### config.mk
export PLATFORM = sky130hd
export DESIGN_NAME = medidor_frecuencia
export DESIGN_NICKNAME = d
export VERILOG_FILES = /design/src/rtl/medidor_frecuencia.sv
export SDC_FILE = /design/constraint.sdc
export NUM_CORES = 1
export LEC_CHECK = 0
export CORE_UTILIZATION = 30
export CTS_CLUSTER_DIAMETER = 60
export CTS_CLUSTER_SIZE = 8
export DETAILED_ROUTE_END_ITERATION = 12
export PLACE_DENSITY_LB_ADDON = 0.12
export REMOVE_ABC_BUFFERS = 1
export SETUP_SLACK_MARGIN = 0.2
export SLEW_MARGIN = 30
export SYNTH_ARGS = -nofsm -noshare
export SYNTH_HDL_FRONTEND = slang
export SYNTH_SLANG_ARGS = --single-unit
### constraint.sdc
create_clock -name clk_interno -period 2.4 [get_ports clk_interno]
set_input_delay 0.72 -clock clk_interno [delete_from_list [all_inputs] [get_ports clk_interno]]
set_output_delay 0.72 -clock clk_interno [all_outputs]
set_load 0.02 [all_outputs]
### src/rtl/medidor_frecuencia.sv
// medidor_frecuencia: measures the period and high time of a slow external
// square wave in clk_interno cycles, and flags when the wave stops.
// Results are registered and announced by a one-cycle valido strobe.
module medidor_frecuencia #(
    parameter int unsigned ANCHO   = 25,
    parameter int unsigned TIMEOUT = 1_000_000
) (
    input  logic             clk_interno,
    input  logic             rst_n,
    input  logic             senal_entrada,
    output logic [ANCHO-1:0] periodo,
    output logic [ANCHO-1:0] alto,
    output logic             valido,
    output logic             sin_senal
);

    typedef enum logic {
        ESPERA,
        MIDE
    } estado_t;

    localparam logic [ANCHO-1:0] LIMITE = ANCHO'(TIMEOUT);
    localparam logic [ANCHO-1:0] UNO    = ANCHO'(1);

    estado_t          estado;
    estado_t          estado_sig;

    logic             s1;
    logic             s2;
    logic             s3;
    logic             sube;
    logic             baja;

    logic [ANCHO-1:0] cnt;
    logic [ANCHO-1:0] cnt_alto;
    logic [ANCHO-1:0] cnt_mas_uno;
    logic             llega_limite;

    logic             cargar_resultado;
    logic             marcar_sin_senal;
    logic             capturar_alto;

    // Two-flop synchronizer plus a third flop for edge detection.
    always_ff @(posedge clk_interno or negedge rst_n) begin
        if (!rst_n) begin
            s1 <= 1'b0;
            s2 <= 1'b0;
            s3 <= 1'b0;
        end else begin
            s1 <= senal_entrada;
            s2 <= s1;
            s3 <= s2;
        end
    end

    assign sube         = s2 & ~s3;
    assign baja         = ~s2 & s3;
    assign cnt_mas_uno  = cnt + UNO;
    assign llega_limite = (cnt_mas_uno == LIMITE);

    // State register.
    always_ff @(posedge clk_interno or negedge rst_n) begin
        if (!rst_n) begin
            estado <= ESPERA;
        end else begin
            estado <= estado_sig;
        end
    end

    // Next state and control strobes; a rising edge takes priority over the timeout.
    always_comb begin
        estado_sig       = estado;
        cargar_resultado = 1'b0;
        marcar_sin_senal = 1'b0;
        capturar_alto    = 1'b0;
        case (estado)
            ESPERA: begin
                if (sube) begin
                    estado_sig = MIDE;
                end else if (llega_limite) begin
                    marcar_sin_senal = 1'b1;
                end
            end
            MIDE: begin
                capturar_alto = baja;
                if (sube) begin
                    cargar_resultado = 1'b1;
                end else if (llega_limite) begin
                    marcar_sin_senal = 1'b1;
                    estado_sig       = ESPERA;
                end
            end
            default: begin
                estado_sig = ESPERA;
            end
        endcase
    end

    // Period counter: restarts on every rising edge, saturates at the timeout value.
    always_ff @(posedge clk_interno or negedge rst_n) begin
        if (!rst_n) begin
            cnt <= '0;
        end else if (sube) begin
            cnt <= '0;
        end else if (cnt < LIMITE) begin
            cnt <= cnt_mas_uno;
        end
    end

    // High-time capture: cleared on each rising edge so a period without a falling edge reports 0.
    always_ff @(posedge clk_interno or negedge rst_n) begin
        if (!rst_n) begin
            cnt_alto <= '0;
        end else if (sube) begin
            cnt_alto <= '0;
        end else if (capturar_alto) begin
            cnt_alto <= cnt_mas_uno;
        end
    end

    // Registered results, valid strobe and no-signal flag.
    always_ff @(posedge clk_interno or negedge rst_n) begin
        if (!rst_n) begin
            periodo   <= '0;
            alto      <= '0;
            valido    <= 1'b0;
            sin_senal <= 1'b0;
        end else begin
            valido <= cargar_resultado;
            if (cargar_resultado) begin
                periodo   <= cnt_mas_uno;
                alto      <= cnt_alto;
                sin_senal <= 1'b0;
            end else if (marcar_sin_senal) begin
                sin_senal <= 1'b1;
            end
        end
    end

endmodule

* Word-level counts from Yosys, hierarchy flattened *
Cells that the tools add are included.

storage, ports and cells
  register bits after elaboration = 106
  latch bits = 0
  RAM bits = 0
  memory bits (read-only) = 0
  bits of input ports = 3
  output and inout bits = 52
  logic and storage cells = 35
  memories = 0

cells by class
  $add $sub $neg = 1
  multiply operators = 0
  divide/modulo/power cells = 0
  $lt $le $gt $ge = 1
  equality and inequality tests = 1
  shift operators = 0
  multiplexer cells = 14
  bitwise operators = 5
  reductions and logical operators = 3

operators with widths
  cell                                                  count
  2-to-1 mux 25 bit                                     4
  adder 25 x 1 -> 25 bit, second input constant         1
  == test 25 x 20 -> 1 bit, second input constant       1
  < comparator 25 x 20 -> 1 bit, second input constant  1
  2-to-1 mux 1 bit                                      9
  nonzero test 2 bit                                    3
  NOT 1 bit                                             3
  bitwise AND 1 bit                                     2
  one-hot mux 1 bit (2 select lines)                    1

* Logic depth before layout (Yosys ltp) *
Gate-level depths: netlist of the first run.

  depth in word-level cells = 6
  mapped depth = 8

* Worst setup path before layout of the first run *
No wires, ideal clock.

  kind = flip-flop to flip-flop
  from = register cnt[0]
  to = register estado
  library setup time = 0.121 ns
  arrival = 1.947 ns
  required time = 2.279 ns
  setup slack = 0.332 ns
  cell stages (with the launch flop) = 8
  path buffers = 0
  path through = dfrtp_1 ha_1 nand4_2 nor4_4 nand4_1 xor2_1 nand4b_4 o22a_1

between the ends
  cells in the longest elaborated chain, start to end = 5

RTL lines
  item                                RTL line  source
  start, declared                     34        logic [ANCHO-1:0] cnt;
  start signal, assigned              106       cnt <= cnt_mas_uno;
  adder 25 x 1 -> 25 bit              58        assign cnt_mas_uno = cnt + UNO;
  == test 25 x 20 -> 1 bit            59        assign llega_limite = (cnt_mas_uno == LIMITE);
  2-to-1 mux 1 bit                    88        end else if (llega_limite) begin
  2-to-1 mux 1 bit                    86        if (sube) begin
  one-hot mux 1 bit (2 select lines)  76        case (estado)
  net estado_sig                      26        estado_t estado_sig;
  end signal, assigned                66        estado <= estado_sig;
  end, declared                       25        estado_t estado;

The timed path passes the listed nets, and every way through them passes these cells.
A chain may end at the register's enable or synchronous reset.

* Final worst setup path of the first run *
Same ends and word-level chain as after synthesis.

==> results.json, run 1 <==
{
  "ir_drop_mv": 0.407,
  "via_count": 3334,
  "grt_pass1_wl_mm": 18.2,
  "cts_tree": "yes",
  "seq_area_frac_synth_pct": 55.0,
  "dp_hpwl_mm": 7.37,
  "cts_hold_buf": 0,
  "io_pins": 55,
  "rr_startpoint": "cnt[0]$_DFFE_PN0P_",
  "drt_iter0_markers": 157,
  "clk_pin_slew_worst_paths_ns": 0.07,
  "cp_max_fo": 6,
  "clock-sinks": 106,
  "slowest_stage": "or4_4",
  "dr.pass1.iters": 4,
  "synth_edf_count": 0,
  "setup_viol": 0,
  "die_x_um": 129,
  "power_leakage_nw": 2.59,
  "cp_data_required_time_ns": 2.63,
  "cts-root-to-sink-buffers": 2,
  "die_area_um2": 16600,
  "grt_antenna_before_repair": 0,
  "r2r_cells": 6,
  "dpl.cell_count": 681,
  "cp_cell_sequence": "buf_4 > and3_1 > or4_4 > a2111oi_4 > nand4_1 > o22a_1",
  "worst_skew_pair.late_latency_ns": 0.35,
  "async_flop_share_pct": 100,
  "ant_nets": 0,
  "tightest_slew_ns": 0.548,
  "drc": 0,
  "fin_skew_ns": 0.00765,
  "rsz0062_at_grt": "no",
  "ys_types": 51,
  "slew_headroom_pct": 63.5,
  "ys_ff_latch": 106,
  "netSwitchingPower_mw": 0.992,
  "grt_max_degree": 51,
  "grt_overflow": 0,
  "nNetsFinal": 490,
  "totalWireLength_mm": 10.8,
  "status": "complete, no violations",
  "grtUsageTotal_pct": 14.3,
  "reg2reg_to": "estado$_DFF_PN0_",
  "final_max_slew_viol_count": 0,
  "end_kind": "flip-flop",
  "path_buf_inv": 1,
  "arrival_ns": 2.36,
  "hold_path.class": "primary input to async pin",
  "final_cell_mix": "dfrtp_1 (102), clkdlybuf4s50_1 (53), o21ai_0 (45), nand2_1 (42), nand3_1 (40)",
  "power.density_nw_per_um2": 642,
  "syn-cell-area_um2": 4820,
  "num_rows": 45,
  "finalWorstSetupSlack_ns": 0.271,
  "clock_power_share_pct": 36.2,
  "syn2layout_area_growth_pct": 24.4,
  "hold_slack_ns": 0.356,
  "drive_above_1_share_pct": 19.3,
  "synthCells": 434,
  "tns_ns": 0,
  "cts_buffers": 9,
  "ys_warn_count": 0,
  "postLayoutCoreUtil_pct": 38.9,
  "fmax_mhz": 470,
  "critPathLaunchType": "flip-flop",
  "synth_ff_type": "dfrtp_1",
  "cpPeakStageDelay_ns": 0.44,
  "path_class": "flip-flop to flip-flop",
  "max_cap_violations": 0,
  "layout_worst_path_cycle_share_pct": 88.7,
  "drt-wirelength-per-cell_um": 15.3,
  "final_cells": 702,
  "root_buffer": "clkbuf_16",
  "p_seq_share_pct": 51.3,
  "rrSetupSlack_ns": 0.27,
  "antenna_cells": 0,
  "swShare_pct": 25.8,
  "fillers": 1564,
  "final_common_cell": "dfrtp_1",
  "coreArea_um2": 15400,
  "cts_max_level": 3,
  "via_per_inst": 4.75,
  "hold_viol": 0,
  "place_congestion": 0.844,
  "pre_cts_ws_ns": 0.104,
  "grt_pass1_vias": 3392,
  "p_int_mw": 2.85,
  "fin_crit_ns": 2.13,
  "synth.avg_cell_area_um2": 11.1,
  "die-height_um": 129,
  "port_buffers": 54,
  "p_comb_share_pct": 12.5,
  "start_util_pct": 31.2,
  "critical-path-top-delay-family": "simple AND/OR/NAND/NOR gates"
}
## layout make-up
cell class                 count  area [µm²]  share of cell area (%)
timing repair buffer          73         706                    11.8
clock buffer                  12         256                    4.28
multi-input combinational    294        2080                    34.6
clock inverter                 4        26.3                   0.438
tap                          211         264                    4.40
inverter                       2        7.51                   0.125
sequential                   106        2660                    44.3
## worst max-delay path by stage
stage                                 endpoint               start  slack, ns  depth (start not counted)
final                         estado$_DFF_PN0_  cnt[0]$_DFFE_PN0P_       0.27                          6
after global routing          estado$_DFF_PN0_  cnt[0]$_DFFE_PN0P_       0.20                          6
after CTS                     estado$_DFF_PN0_  cnt[2]$_DFFE_PN0P_       0.22                          6
after detailed placement      estado$_DFF_PN0_  cnt[1]$_DFFE_PN0P_       0.10                          7
after global placement        estado$_DFF_PN0_  cnt[1]$_DFFE_PN0P_       0.21                          7
after floorplan           alto[17]$_DFFE_PN0P_        s3$_DFF_PN0_      -0.94                          4
## Yosys cell counts (2+ instances only)
master	count	area [µm²]
dfrtp_1	106	2650
o21ai_0	45	225
nand2_1	43	161
nand3_1	40	200
nor2_1	29	109
mux2_2	26	293
xor2_1	26	228
clkbuf_1	19	71.3
xnor2_1	14	123
nand4_1	11	68.8
and2_1	7	43.8
a21oi_1	4	20.0
buf_4	4	30.0
and3_1	3	18.8
buf_2	3	15.0
buf_6	3	33.8
clkbuf_8	3	41.3
nor4_4	3	63.8
o21ai_1	3	15.0
or4_1	3	22.5
nand3_4	2	35.0
nand3b_1	2	15.0
nand4_2	2	25.0
nor3_1	2	10.0
nor3b_1	2	15.0
nor4_1	2	12.5
o21a_1	2	15.0
o31ai_1	2	15.0
## kinds of logic (layout without fill, tap and decap cells)
kind of cell / after synthesis / in the layout / share of synthesized area (%)
simple gates: 164 / 164 / 19.6
flops: 106 / 106 / 55.0
mux: 26 / 26 / 6.07
fa+ha+maj: 1 / 1 / 0.260
buf+inv: 34 / 91 / 4.13
compound gates: 63 / 63 / 7.63
xor+xnor: 40 / 40 / 7.27
## routing by layer
layer  share of wire, %  global-route usage (%)
met4                1.1                    4.98
met3                3.3                    3.41
met2                 48                    22.8
met1                 48                    19.1
met5                  0                       0
## timing repair
item                                    in CTS  in global routing
pin swaps                                    4                  5
endpoints found under the setup margin       2                  6
buffers inserted                             2                  3
gates cloned                                 0                  0
gates resized for setup                      3                 16
## registers in the layout (all words and copies together), names as in the netlist
register	count
estado	1
s1	1
periodo	25
s2	1
cnt_alto	25
sin_senal	1
valido	1
s3	1
cnt	25
alto	25
## power by group through the flow
| stage | clock [mW] | sequential, mW | combinational [mW] |
|---|---|---|---|
| 2_1_floorplan | 0 | 2.05 | 0.165 |
| 3_3_place_gp | 0 | 1.99 | 0.459 |
| 3_5_place_dp | 0 | 2.00 | 0.464 |
| 4_1_cts | 1.46 | 1.97 | 0.467 |
| 5_1_grt | 1.52 | 1.99 | 0.530 |
| 6_report | 1.39 | 1.97 | 0.480 |
## stage by stage
stage               area (µm²)  total power, mW
floorplan                 4630             2.22
global placement          5560             2.45
detailed placement        5560             2.46
CTS                       5880             3.89
global route              5990             4.04
finish                    5990             3.85
(Power assumes the default switching activity.)
==> run 2: changes to the inputs <==
CORE_MARGIN = 2   (was not set)
CORE_UTILIZATION = 56   (was 30)
==> run 2 against run 1 <==
Net effect: global-route usage rose by 7.9 points; clock skew increased by 0.0033 ns; clock power is 17% lower; critical path type unchanged; sequential power about the same; critical path depth up 2; setup slack better by 0.047 ns; wire length shrank 8.9%; cell count down 16%; highest routed layer unchanged; critical endpoint unchanged.
==> results.json, run 2 (synthesis gave the netlist of run 1 again) <==
{
  "drt-wirelength-per-cell_um": 16.5,
  "end_kind": "flip-flop",
  "r2r_cells": 8,
  "power.density_nw_per_um2": 631,
  "grtUsageTotal_pct": 22.3,
  "arrival_ns": 2.39,
  "cts_max_level": 3,
  "cp_max_fo": 6,
  "hold_path.class": "primary input to async pin",
  "grt_pass1_vias": 3465,
  "grt_pass1_wl_mm": 17.1,
  "cp_data_required_time_ns": 2.71,
  "fin_skew_ns": 0.0110,
  "rr_startpoint": "cnt[1]$_DFFE_PN0P_",
  "multi_input_area_um2": 2040,
  "dr.pass1.iters": 4,
  "rsz0062_at_grt": "no",
  "fin_crit_ns": 2.08,
  "grt_max_degree": 51,
  "final_max_slew_viol_count": 0,
  "cts-root-to-sink-buffers": 2,
  "fmax_mhz": 480,
  "finalWorstSetupSlack_ns": 0.318,
  "path_class": "flip-flop to flip-flop",
  "tightest_slew_ns": 0.476,
  "layout_worst_path_cycle_share_pct": 86.7,
  "die_x_um": 96.8,
  "drive_above_1_share_pct": 18.9,
  "slew_headroom_pct": 68.0,
  "via_count": 3306,
  "max_cap_violations": 0,
  "root_buffer": "clkbuf_8",
  "ir_drop_mv": 0.272,
  "nNetsFinal": 489,
  "drc": 0,
  "hold_viol": 0,
  "regArea_um2": 2660,
  "dpl.cell_count": 575,
  "postLayoutCoreUtil_pct": 69.1,
  "cts_buffers": 9,
  "drt_iter0_markers": 130,
  "dp_hpwl_mm": 6.65,
  "num_rows": 33,
  "start_util_pct": 58.1,
  "final_cells": 593,
  "coreArea_um2": 8300,
  "ant_nets": 0,
  "reg2reg_to": "estado$_DFF_PN0_",
  "worst_skew_pair.late_latency_ns": 0.37,
  "fillers": 653,
  "final_cell_mix": "dfrtp_1 (100), clkdlybuf4s50_1 (53), o21ai_0 (45), nand2_1 (42), nand3_1 (40)",
  "place_congestion": 0.866,
  "grt_overflow": 0,
  "grt_antenna_before_repair": 0,
  "rrSetupSlack_ns": 0.32,
  "syn2layout_area_growth_pct": 18.9,
  "dpl-instance-area_um2": 5420,
  "die_area_um2": 9360,
  "status": "complete, no violations",
  "final_common_cell": "dfrtp_1",
  "design_area_um2": 5730,
  "p_total_mw": 3.62,
  "port_buffers": 54,
  "critPathLaunchType": "flip-flop",
  "cts_tree": "yes",
  "io_pins": 55,
  "clk_pin_slew_worst_paths_ns": 0.09,
  "hold_slack_ns": 0.243,
  "power_leakage_nw": 2.51,
  "antenna_cells": 0,
  "via_per_inst": 5.58,
  "clock-sinks": 106,
  "totalWireLength_mm": 9.81,
  "pre_cts_ws_ns": 0.134,
  "tns_ns": 0,
  "die-height_um": 96.8,
  "setup_viol": 0
}
run 2: area by class of cell:
class,instances,area share (%)
clock inverter,5,1.42
clock buffer,9,2.16
tap,105,2.29
timing repair buffer,72,12.0
sequential,106,46.4
multi-input combinational,294,35.6
inverter,2,0.131
run 2: timing repair:
action,CTS,global route
hold buffers,0,0
setup endpoints to repair,3,5
setup buffers,1,3
cloned,0,0
gates resized for setup,3,13
pin swaps,2,6
run 2: worst max path at each step:
stage	startpoint	endpoint	slack (ns)	depth (start not counted)
detailed placement	cnt[1]$_DFFE_PN0P_	estado$_DFF_PN0_	0.13	7
floorplan	s3$_DFF_PN0_	alto[17]$_DFFE_PN0P_	-0.94	4
global placement	cnt[1]$_DFFE_PN0P_	estado$_DFF_PN0_	0.24	7
global route	cnt[5]$_DFFE_PN0P_	estado$_DFF_PN0_	0.21	6
finish	cnt[1]$_DFFE_PN0P_	estado$_DFF_PN0_	0.32	8
CTS	cnt[1]$_DFFE_PN0P_	estado$_DFF_PN0_	0.22	7
run 2: critical path, stage by stage (launching register included):
cell and delay, ns:
dfrtp_2 0.43, ha_4 0.20, nand4_4 0.17, nor4_4 0.38, buf_4 0.17, nand3_1 0.12
a41o_1 0.28, nand4_1 0.14, o22a_1 0.14
run 2: power breakdown:
group          switching (mW)  internal [mW]  leakage (nW)  total [mW]
logic                   0.279          0.214         0.970       0.493
registers              0.0814           1.88          1.44        1.96
clock network           0.582          0.576         0.101        1.16
run 2: layer usage:
metal / track usage (%) / up-vias / wire [µm]
li1: - / 1594 / -
met1: 31.2 / 1628 / 4500
met2: 35.7 / 76 / 4820
met3: 4.70 / 8 / 409
met4: 5.85 / 0 / 85
met5: 0 / - / 0
